[src/rtl/voxel_sched_pkg.sv]
// Shared types and sizing helpers for the voxel layer scheduler.
package voxel_sched_pkg;

   typedef enum logic [2:0] {
      StIdle,
      StBlank,
      StStart,
      StWait,
      StOn,
      StFault
   } sched_state_t;

   // Width that holds the largest of the three cycle counts without wrapping.
   function automatic int unsigned cnt_width(input int unsigned on_cycles,
                                             input int unsigned dead_cycles,
                                             input int unsigned timeout);
      int unsigned max_val;
      max_val = on_cycles;
      if (dead_cycles > max_val) max_val = dead_cycles;
      if (timeout > max_val) max_val = timeout;
      return $clog2(max_val + 1);
   endfunction

endpackage

[src/rtl/sched_down_counter.sv]
// Loadable down counter; done_o flags the final counted cycle (value 1), so a load
// of N gives a window of exactly N cycles.
module sched_down_counter #(
   parameter int unsigned WIDTH = 8
) (
   input  logic             spiClk,
   input  logic             nReset,
   input  logic             load_i,
   input  logic [WIDTH-1:0] load_val_i,
   input  logic             dec_i,
   output logic             done_o
);

   logic [WIDTH-1:0] value_d, value_q;

   always_comb begin
      value_d = value_q;
      if (load_i) begin
         value_d = load_val_i;
      end else if (dec_i && (value_q != '0)) begin
         value_d = value_q - WIDTH'(1);
      end
   end

   always_ff @(posedge spiClk) begin
      if (!nReset) begin
         value_q <= '0;
      end else begin
         value_q <= value_d;
      end
   end

   assign done_o = (value_q == WIDTH'(1));

endmodule

[src/rtl/voxel_layer_scheduler.sv]
// Layer multiplexing sequencer: blanks, kicks the LED shift engine, waits for it,
// then lights one layer; owns layer index, display bank and the shift watchdog.
module voxel_layer_scheduler
   import voxel_sched_pkg::*;
#(
   parameter int unsigned NUM_LAYERS  = 8,
   parameter int unsigned ON_CYCLES   = 4096,
   parameter int unsigned DEAD_CYCLES = 16,
   parameter int unsigned TIMEOUT     = 8192
) (
   input  logic                          spiClk,
   input  logic                          nReset,
   input  logic                          enable,
   output logic                          ledStart,
   input  logic                          ledDone,
   input  logic                          ledBusy,
   output logic [$clog2(NUM_LAYERS)-1:0] layerIdx,
   output logic [NUM_LAYERS-1:0]         layerEn,
   output logic                          bankSel,
   input  logic                          swapReq,
   output logic                          swapAck,
   output logic                          frameDone,
   output logic                          running,
   output logic                          fault
);

   localparam int unsigned IW = $clog2(NUM_LAYERS);
   localparam int unsigned CW = cnt_width(ON_CYCLES, DEAD_CYCLES, TIMEOUT);
   localparam logic [IW-1:0] LAST_IDX  = IW'(NUM_LAYERS - 1);
   localparam logic [CW-1:0] ON_LOAD   = CW'(ON_CYCLES);
   localparam logic [CW-1:0] DEAD_LOAD = CW'(DEAD_CYCLES);
   localparam logic [CW-1:0] TO_LOAD   = CW'(TIMEOUT);

   sched_state_t  state_d, state_q;
   logic [IW-1:0] idx_d, idx_q;
   logic          bank_d, bank_q;
   logic          pend_d, pend_q;
   logic          swap_req_q;
   logic          swap_rise;

   logic          ph_load, ph_dec, ph_done;
   logic [CW-1:0] ph_val;
   logic          wd_load, wd_dec, wd_done;

   assign swap_rise = swapReq & ~swap_req_q;

   always_comb begin
      state_d   = state_q;
      idx_d     = idx_q;
      bank_d    = bank_q;
      pend_d    = pend_q | swap_rise;
      ph_load   = 1'b0;
      ph_val    = DEAD_LOAD;
      wd_load   = 1'b0;
      ledStart  = 1'b0;
      frameDone = 1'b0;
      swapAck   = 1'b0;
      ph_dec    = (state_q == StBlank) || (state_q == StOn);
      wd_dec    = (state_q == StStart) || (state_q == StWait);

      unique case (state_q)
         StIdle: begin
            if (enable) begin
               state_d = StBlank;
               ph_load = 1'b1;
            end
         end
         StBlank: begin
            if (!enable) begin
               state_d = StIdle;
            end else if (ph_done) begin
               state_d = StStart;
               wd_load = 1'b1;
            end
         end
         StStart: begin
            // Watchdog expiry wins so a start is never issued into a fault.
            if (wd_done) begin
               state_d = StFault;
            end else if (!ledBusy) begin
               ledStart = 1'b1;
               state_d  = StWait;
            end
         end
         StWait: begin
            if (ledDone) begin
               state_d = StOn;
               ph_load = 1'b1;
               ph_val  = ON_LOAD;
            end else if (wd_done) begin
               state_d = StFault;
            end
         end
         StOn: begin
            if (ph_done) begin
               idx_d = (idx_q == LAST_IDX) ? '0 : idx_q + IW'(1);
               if (idx_q == LAST_IDX) begin
                  frameDone = 1'b1;
                  // A request edge arriving on the boundary cycle still counts.
                  if (pend_q || swap_rise) begin
                     bank_d  = ~bank_q;
                     swapAck = 1'b1;
                     pend_d  = 1'b0;
                  end
               end
               if (enable) begin
                  state_d = StBlank;
                  ph_load = 1'b1;
               end else begin
                  state_d = StIdle;
               end
            end
         end
         StFault: begin
            state_d = StFault;
         end
         default: begin
            state_d = StIdle;
         end
      endcase
   end

   always_ff @(posedge spiClk) begin
      if (!nReset) begin
         state_q    <= StIdle;
         idx_q      <= '0;
         bank_q     <= 1'b0;
         pend_q     <= 1'b0;
         swap_req_q <= 1'b0;
      end else begin
         state_q    <= state_d;
         idx_q      <= idx_d;
         bank_q     <= bank_d;
         pend_q     <= pend_d;
         swap_req_q <= swapReq;
      end
   end

   sched_down_counter #(
      .WIDTH(CW)
   ) u_phase_timer (
      .spiClk    (spiClk),
      .nReset    (nReset),
      .load_i    (ph_load),
      .load_val_i(ph_val),
      .dec_i     (ph_dec),
      .done_o    (ph_done)
   );

   sched_down_counter #(
      .WIDTH(CW)
   ) u_watchdog (
      .spiClk    (spiClk),
      .nReset    (nReset),
      .load_i    (wd_load),
      .load_val_i(TO_LOAD),
      .dec_i     (wd_dec),
      .done_o    (wd_done)
   );

   assign layerEn  = (state_q == StOn) ? (NUM_LAYERS'(1) << idx_q) : '0;
   assign layerIdx = idx_q;
   assign bankSel  = bank_q;
   assign running  = (state_q != StIdle) && (state_q != StFault);
   assign fault    = (state_q == StFault);

endmodule

[config.mk]
export PLATFORM = sky130hd
export DESIGN_NAME = voxel_layer_scheduler
export DESIGN_NICKNAME = d
export VERILOG_FILES = /design/src/rtl/voxel_sched_pkg.sv /design/src/rtl/sched_down_counter.sv /design/src/rtl/voxel_layer_scheduler.sv
export SDC_FILE = /design/constraint.sdc
export NUM_CORES = 1
export LEC_CHECK = 0
export ABC_CLOCK_PERIOD_IN_PS = 3200
export BUFFER_PORTS_ARGS = -buffer_cell sky130_fd_sc_hd__buf_2
export CORE_ASPECT_RATIO = 1.5
export CORE_MARGIN = 1.5
export CORE_UTILIZATION = 36
export DETAILED_ROUTE_END_ITERATION = 7
export PLACE_DENSITY = 0.61
export SLEW_MARGIN = 25
export SYNTH_ARGS = -nofsm -noshare
export SYNTH_HDL_FRONTEND = slang
export SYNTH_SLANG_ARGS = --single-unit
[constraint.sdc]
create_clock -name spiClk -period 3.2 [get_ports spiClk]
set_input_delay 0.64 -clock spiClk [delete_from_list [all_inputs] [get_ports spiClk]]
set_output_delay 0.64 -clock spiClk [all_outputs]
set_load 0.1 [all_outputs]
* Yosys cells after proc, flatten, opt, wreduce, memory -nomap -nowiden
Cells that the tools add are included.
** Cells by class
- Add/subtract/negate cells :: 3
- Equality and inequality tests :: 14
- Shift operators :: 1
- Mux-type cells :: 39
- Bitwise operators :: 5
- Reductions and logical operators :: 16
** Operators by type and width (count)
- $mux 14 :: 4
- $eq 14x1->1 const B :: 2
- $reduce_bool 14->1 :: 2
- $sub 14x1->14 const B :: 2
- $mux 3 :: 9
- $mux 13 :: 2
- $mux 1 :: 21
- $pmux 3 s6 :: 1
- $eq 3x3->1 const B :: 3
- $mux 8 :: 1
- $shl 1x3->8 const A :: 1
- $eq 3x2->1 const B :: 2
- $ne 3x2->1 const B :: 2
- $ne 3x3->1 const B :: 2
- $reduce_and 5->1 :: 1
- $ne 2x2->1 const B :: 2
- $reduce_and 4->1 :: 1
- $reduce_bool 2->1 :: 2
- $add 3x1->3 const B :: 1
- $eq 3x1->1 const B :: 1
- $logic_and 1x1->1 :: 3
- $logic_not 3->1 :: 1
- $logic_or 1x1->1 :: 3
- $not 1->1 :: 3
- other kinds (6) :: 6
** Storage, ports and cells
- Register bits after elaboration :: 37
- Bits of input ports :: 6
- Output and inout bits :: 17
- Logic and storage cells :: 86

* Longest topological paths before layout
Gate-level depths: netlist (run 1).
- Word-level depth :: 7
- Mapped depth :: 8
- Mapped depth without buffers :: 6

* Hierarchy
From an unflattened synthesis (run 1), not the netlist that was laid out.
** Second synthesis, totals
- Cells, all modules :: 326
- Area total of the unflattened synthesis :: 2542.4 um^2
** By module, submodules not included
- sched_down_counter :: times used 2, cells an instance 114, area an instance 912.1 um^2, sequential area each 280.3 um^2
- voxel_layer_scheduler :: times used 1, cells an instance 98, area an instance 718.2 um^2, sequential area each 180.2 um^2

* Worst setup path before layout (run 1)
OpenSTA, ideal clock, no wires.
- Path kind :: register -> output
- From :: register idx_q[0], in the netlist layerIdx[0]
- To :: output swapAck
- Arrival :: 3.646 ns
- Required time :: 2.560 ns
- Path slack :: -1.086 ns
- Stages on the path, launching flop included :: 5
- Cell sequence :: dfxtp_1 ha_1 ha_1 nand2_1 nor3_1
** Between the ends
- Cells in the longest elaborated chain, start to end :: 4
** RTL lines
- start: declaration :: line voxel_layer_scheduler.sv:35 : logic [IW-1:0] idx_d, idx_q;
- start signal: assignment :: line voxel_layer_scheduler.sv:132 : idx_q <= idx_d;
- $eq 3x3->1 :: line voxel_layer_scheduler.sv:97 : if (idx_q == LAST_IDX) begin
- $mux 1 :: line voxel_layer_scheduler.sv:97
- $mux 1 :: line voxel_layer_scheduler.sv:95 : if (ph_done) begin
- $mux 1 :: line voxel_layer_scheduler.sv:61 : unique case (state_q)
- end: declaration :: line voxel_layer_scheduler.sv:21 : output logic swapAck,
Every way passes these cells.

* Final worst setup path (run 1)
- From :: register u_phase_timer.value_q[2]
- To :: output swapAck
** Between the ends
- Cells in the longest elaborated chain, start to end :: 3
** RTL lines
- start: declaration :: line sched_down_counter.sv:14 : logic [WIDTH-1:0] value_d, value_q;
- start signal: assignment :: line sched_down_counter.sv:29 : value_q <= value_d;
- $eq 14x1->1 :: line sched_down_counter.sv:33 : assign done_o = (value_q == WIDTH'(1));
- $mux 1 :: line voxel_layer_scheduler.sv:95
- $mux 1 :: line voxel_layer_scheduler.sv:61
Every way passes these cells.

==> impl_metrics.csv, run 1 <==
group,metric,value,unit
cts,ctsResizeCount,0,
timing,finalHoldViolCount,0,
floorplanning,rows,35,
worst_hold_path,hold_class,"reg -> reg",
route,wl_per_cell,14.6,um
critical_path,cp.arrival,2190,ps
cts,cts_root_buf,"clkbuf_8",
yosys,yosys_warnings,0,
timing,slew_viol_final,0,
route,num_vias,2073,
cts,clk_pin_slew,90,ps
place,hpwl,3870,um
route,viasPerCell,5.71,
timing,setup_slack,374,ps
critical_path,slowest_stage,"nor4_2",
route,drc,0,
critical_path,cp_max_fo,10,
yosys,synth_top_area_share,32.2,%
grt,grtUsageTotal,16.6,%
yosys,synthTopCellsByArea,"dfxtp_1 (32%), ha_1 (6.0%), a21oi_1 (4.3%)",
timing,rsz0062_at_grt,"no",
yosys,ys_ff_latch,37,
critical_path,slowest_delay,550,ps
yosys,synthArstFlopShare,0,%
critical_path,cp.required,2560,ps
critical_path,crit_type,"reg -> out",
route,drt_pass1_iterations,4,
floorplanning,die-area,6900,sq um
timing,clock_skew,13.6,ps
yosys,syn_inst,268,
power_and_ir_drop,power_leakage,0.996,nW
yosys,syn_area,2300,sq um
critical_path,crit_chain,"nor4_2, nand4_2, nor3_2, buf_12",
timing,worst_pin_slew,621,ps
route,drtAntennaViolNets,0,
yosys,synth_top_cell_by_area,"dfxtp_1",
floorplanning,coreArea,6170,sq um
timing,max_freq,354,MHz
grt,grt_pass1_wl,8900,um
place,place_congestion,0.806,
critical_path,cp-startpoint,"u_phase_timer.value_q[2]$_SDFFE_PN0P_",
finish,layout-drive-gt1-share,17.0,%
cts,ctsHoldBuffers,0,
timing,fin_crit,2830,ps
grt,antenna_found_initial,0,
place,place_ws,729,ps
outcome,status,"complete, no violations",
yosys,synth_cell_types,52,
finish,syn_to_final_growth,14.3,%
cts,cts_tree,"done",
cts,postCtsSetupBuffers,0,
finish,nNetsFinal,305,
floorplanning,die_w,68.3,um
floorplanning,dieHeight,101,um
critical_path,r2r-start,"u_phase_timer.value_q[2]$_SDFFE_PN0P_",
yosys,yosysSeqAreaShare,32.2,%
power_and_ir_drop,peakVddDrop,0.000452,V
timing,setup_viol,0,
route,wl,5290,um
cts,htreeDepth,2,
yosys,ys.flop_type,"dfxtp_1",
grt,grt_pass1_vias,1943,
yosys,syn_nets,285,
yosys,synth-edff-count,0,
finish,n_antenna_cell,0,
floorplanning,start_util,37.3,%
finish,final_util,42.6,%
grt,grt_max_degree,15,
place,io_buffer_count,22,
yosys,syn_area_per_cell,8.59,sq um
worst_hold_path,min_from,"bankSel$_SDFFE_PN0P_",
timing,period_share,88.3,%
grt,grt-ovfl-total,0,
cts,clk_latency,300,ps
critical_path,startpoint_type,"register",
job,cap_violations,0,
power_and_ir_drop,p_per_area,699,nW/um^2
cts,clock_sinks,37,
floorplanning,io_pins,23,
critical_path,critical_path.endpoint_type,"output pin",
cts,clk_path_buf_depth,2,
route,drtIter0Drc,108,
cts,cts-buffers-inserted,5,
timing,max_slew_margin,58.5,%
final timing paths:
path	endpoint	slack (ps)	cells after the start
max	swapAck	370	4
min	bankSel$_SDFFE_PN0P_	490	2
max reg2reg	u_phase_timer.value_q[9]$_SDFFE_PN0P_	690	5
min reg2reg	bankSel$_SDFFE_PN0P_	490	2
report_power, final:
group | internal, mW | total, mW | leakage [nW] | switching, mW
combinational | 0.288 | 0.871 | 0.642 | 0.583
sequential | 0.512 | 0.594 | 0.300 | 0.0819
clock | 0.195 | 0.376 | 0.0542 | 0.181
placed cells by master, fill, tap and decap left out, drive strengths merged, types with 9 or more instances in the layout:
| cell | instances |
|---|---|
| buf | 27 |
| or4 | 13 |
| nor2 | 12 |
| or3 | 11 |
| dfxtp | 37 |
| nor4 | 12 |
| ha | 11 |
| and3 | 9 |
| inv | 15 |
| a211oi | 14 |
| a21oi | 20 |
| o31ai | 9 |
sequential cells by signal, summed over array words and instances, names as in the netlist:
| signal | flops |
|---|---|
| swap_req_q | 1 |
| u_phase_timer.value_q | 14 |
| bankSel | 1 |
| layerIdx | 3 |
| state_q | 3 |
| pend_q | 1 |
| u_watchdog.value_q | 14 |
synth_stat cells (2+ instances only):
cell	number
nor4b_1	2
ha_1	11
o31ai_1	9
or4b_1	3
a21o_1	3
nor2_1	12
nand4_1	2
o21ai_0	8
nor4_2	2
buf_2	3
or3_2	2
mux2i_1	3
and2_1	3
nor4_1	9
nand2b_1	4
xnor2_1	5
nor2b_1	4
clkbuf_1	10
dfxtp_1	37
and3_1	9
a21oi_1	20
a311oi_1	2
nand2_1	8
and4_1	4
nor3b_1	4
nand4bb_1	2
inv_1	15
or4_1	13
nand3_1	6
or3_1	9
o41ai_1	5
a211oi_1	13
nor3_1	5
or2_2	3
stage by stage:
stage / hold slack, ps / TNS, ps / std cells / cell area, sq um / power (mW)
2_1_floorplan: 459 / -259 / 268 / 2320 / 1.30
3_3_place_gp: 464 / 0 / 355 / 2530 / 1.47
3_5_place_dp: 476 / 0 / 355 / 2530 / 1.47
4_1_cts: 487 / 0 / 363 / 2630 / 1.85
5_1_grt: 517 / 0 / 363 / 2630 / 1.97
6_report: 488 / 0 / 363 / 2630 / 1.84
critical path: cells and delay by family (launching register included):
family	cells	cell delay (ps)
buffers and inverters	1	210
AND/OR/NAND/NOR	3	1310
flip-flops	1	370
kinds of logic (layout without fill, tap and decap cells):
| logic type | count (synthesis) | count (layout) | synth area share [%] |
|---|---|---|---|
| xor+xnor | 6 | 6 | 2.28 |
| mux | 3 | 3 | 1.30 |
| simple gates | 111 | 111 | 31.6 |
| buf+inv | 29 | 50 | 4.89 |
| compound gates | 71 | 71 | 21.8 |
| fa+ha+maj | 11 | 11 | 5.97 |
| flops | 37 | 37 | 32.2 |
layer usage:
metal	global-route usage, %	wire, um	vias to the layer above
met5	0	0	-
met4	4.62	68	0
met3	3.69	114	6
met2	30.4	2820	15
met1	18.7	2290	983
li1	-	-	1069
cell type report:
class	instances	area [sq um]
Tap cell	74	92.6
Clock inverter	1	5.00
Timing Repair Buffer	27	178
Sequential cell	37	741
Fill cell	645	3540
Multi-Input combinational cell	202	1460
Clock buffer	7	96.3
Inverter	15	56.3
Power figures use the tool's default switching activity.
==> run 2, diff against run 1 <==
Settings changed: ABC_AREA set to 1, CELL_PAD_IN_SITES_DETAIL_PLACEMENT set to 2, CELL_PAD_IN_SITES_GLOBAL_PLACEMENT set to 2, PLACE_DENSITY 0.61 to 0.93, RECOVER_POWER set to 50.
==> impl_metrics.csv, run 2 <==
group,metric,value,unit
timing,rsz0062_at_grt,"no",
timing,setup_viol,0,
floorplanning,start_util,37.6,%
cts,clk_path_buf_depth,2,
cts,clock_sinks,37,
cts,clk_pin_slew,80,ps
finish,fin_cells,459,
critical_path,critical_path.endpoint_type,"output pin",
route,drtAntennaViolNets,0,
place,place_congestion,0.817,
floorplanning,die_w,70.7,um
worst_hold_path,hold_depth,2,
yosys,yosysSeqAreaShare,30.0,%
yosys,syn_nets,376,
route,num_vias,2354,
yosys,ys_ff_latch,37,
route,drtIter0Drc,44,
critical_path,cp.arrival,2170,ps
outcome,status,"complete, no violations",
finish,syn_to_final_growth,8.15,%
timing,period_share,87.7,%
timing,setup_slack,392,ps
timing,max_freq,356,MHz
route,drt_pass1_iterations,4,
floorplanning,coreArea,6580,sq um
cts,clk_latency,290,ps
finish,nNetsFinal,400,
power_and_ir_drop,power_leakage,1.32,nW
grt,antenna_found_initial,0,
yosys,syn_area_per_cell,6.89,sq um
timing,whs,489,ps
critical_path,r2r-start,"state_q[0]$_SDFFE_PN0P_",
grt,grtUsageTotal,23.3,%
cts,postCtsSetupBuffers,0,
finish,fin_area,2670,sq um
grt,grt_pass1_vias,2705,
finish,num-fill-cells,806,
floorplanning,dieHeight,104,um
yosys,synthTopCellsByCount,"nand2_1 (84), nor2_1 (54), inv_1 (43), dfxtp_1 (37), a21oi_1 (22)",
grt,grt-ovfl-total,0,
cts,ctsResizeCount,0,
worst_hold_path,hold_class,"reg -> reg",
finish,most-common-layout-cells,"nand2_1 (86), nor2_1 (56), inv_1 (45)",
critical_path,reg2reg_depth,8,
yosys,synth_top_area_share,30.0,%
place,placed_cells,452,
yosys,synth-edff-count,0,
finish,seq_area,741,sq um
cts,cts-buffers-inserted,5,
yosys,synthArstFlopShare,0,%
timing,fin_crit,2810,ps
route,viasPerCell,5.13,
critical_path,r2r_slack,720,ps
timing,finalHoldViolCount,0,
power_and_ir_drop,p_total,3.13,mW
worst_hold_path,min_from,"bankSel$_SDFFE_PN0P_",
cts,htreeDepth,2,
cts,ctsHoldBuffers,0,
cts,cts_root_buf,"clkbuf_8",
worst_hold_path,hold_end,"bankSel$_SDFFE_PN0P_",
power_and_ir_drop,p_per_area,1170,nW/um^2
yosys,ys.flop_type,"dfxtp_1",
route,wl,8110,um
critical_path,cp_max_fo,7,
timing,final.setup.tns,0,ps
floorplanning,io_pins,23,
floorplanning,die-area,7380,sq um
timing,worst_pin_slew,1180,ps
grt,grt_pass1_wl,13600,um
critical_path,startpoint_type,"register",
yosys,synth_top_cell_by_area,"dfxtp_1",
critical_path,crit_type,"reg -> out",
timing,clock_skew,8.83,ps
place,hpwl,6240,um
yosys,yosys_warnings,0,
finish,multi_input_area,1460,sq um
cts,cts_tree,"done",
finish,layout_commonest_cell,"nand2_1",
power_and_ir_drop,peakVddDrop,0.000442,V
yosys,synth.most_common_cell,"nand2_1",
place,place_area,2640,sq um
critical_path,r2r-end,"u_phase_timer.value_q[2]$_SDFFE_PN0P_",
critical_path,cp.required,2560,ps
finish,final_util,40.7,%
yosys,syn_area,2470,sq um
route,wl_per_cell,17.7,um
route,drc,0,
finish,largestRegisters,"u_phase_timer.value_q x14, u_watchdog.value_q x14",
finish,layout-drive-gt1-share,15.1,%
timing,max_slew_margin,21.9,%
finish,n_antenna_cell,0,
place,place_ws,811,ps
place,io_buffer_count,22,
grt,grt_max_degree,18,
job,cap_violations,0,
yosys,synthTopCellsByArea,"dfxtp_1 (30%), nand2_1 (13%), nor2_1 (8.2%)",
floorplanning,rows,36,
timing,slew_viol_final,0,
yosys,synth_cell_types,35,
yosys,syn_inst,359,
==> run 2: changes by cell type after synthesis, sizes merged, moves of 8 or more <==
cell,before,now
and3,9,0
nor3,5,13
nand3,6,22
nor4,12,0
or3,11,0
a211oi,14,1
inv,15,48
nand2,8,98
or4,13,0
nor2,12,69
o31ai,9,0
clkbuf,10,1
==> run 2: power by group <==
group          internal, mW  switching [mW]  leakage, nW
combinational         0.621            1.44        0.970
sequential            0.582           0.141        0.301
clock                 0.171           0.175       0.0443
==> run 2: layer usage <==
layer  track usage, %  wire length [um]  vias up
met5                0                 0        -
met4             6.74               148        0
met3             3.68               176       12
met2             46.6              4760       32
met1             24.0              3020     1150
li1                 -                 -     1160
==> run 2: final cells by class <==
class                      instances  area share [%]
multi-input combinational        269            54.7
sequential                        37            27.7
inverter                          48            6.93
timing repair buffer              22            3.88
tap                               76            3.56
clock buffer                       7            3.23
==> run 2: worst max path at each step <==
stage | slack (ps) | from | depth (start not counted) | endpoint
5_1_grt | 230 | u_phase_timer.value_q[1]$_SDFFE_PN0P_ | 9 | swapAck
3_5_place_dp | 810 | u_phase_timer.value_q[1]$_SDFFE_PN0P_ | 9 | swapAck
2_1_floorplan | -800 | layerIdx[0]$_SDFFE_PN0P_ | 3 | layerEn[1]
3_3_place_gp | 950 | u_phase_timer.value_q[1]$_SDFFE_PN0P_ | 9 | swapAck
6_report | 390 | u_phase_timer.value_q[1]$_SDFFE_PN0P_ | 9 | swapAck
4_1_cts | 480 | u_phase_timer.value_q[1]$_SDFFE_PN0P_ | 9 | swapAck
==> run 2: critical path, cell delays in order (launching register included) <==
cell and delay (ps):
dfxtp_1 320, inv_1 130, ha_1 190, nand2_1 60, nor2_1 250, nand2_4 130, nor2_8 140, nand3_1 140
inv_1 80, buf_2 420
==> run 2: logic make-up (layout without fill, tap and decap cells) <==
logic type | Yosys count | after routing | share of synthesized area (%)
simple gates | 208 | 208 | 41.6
buf+inv | 53 | 77 | 9.31
compound gates | 38 | 38 | 9.31
flops | 37 | 37 | 30.0
xor+xnor | 12 | 12 | 4.25
fa+ha+maj | 11 | 11 | 5.57
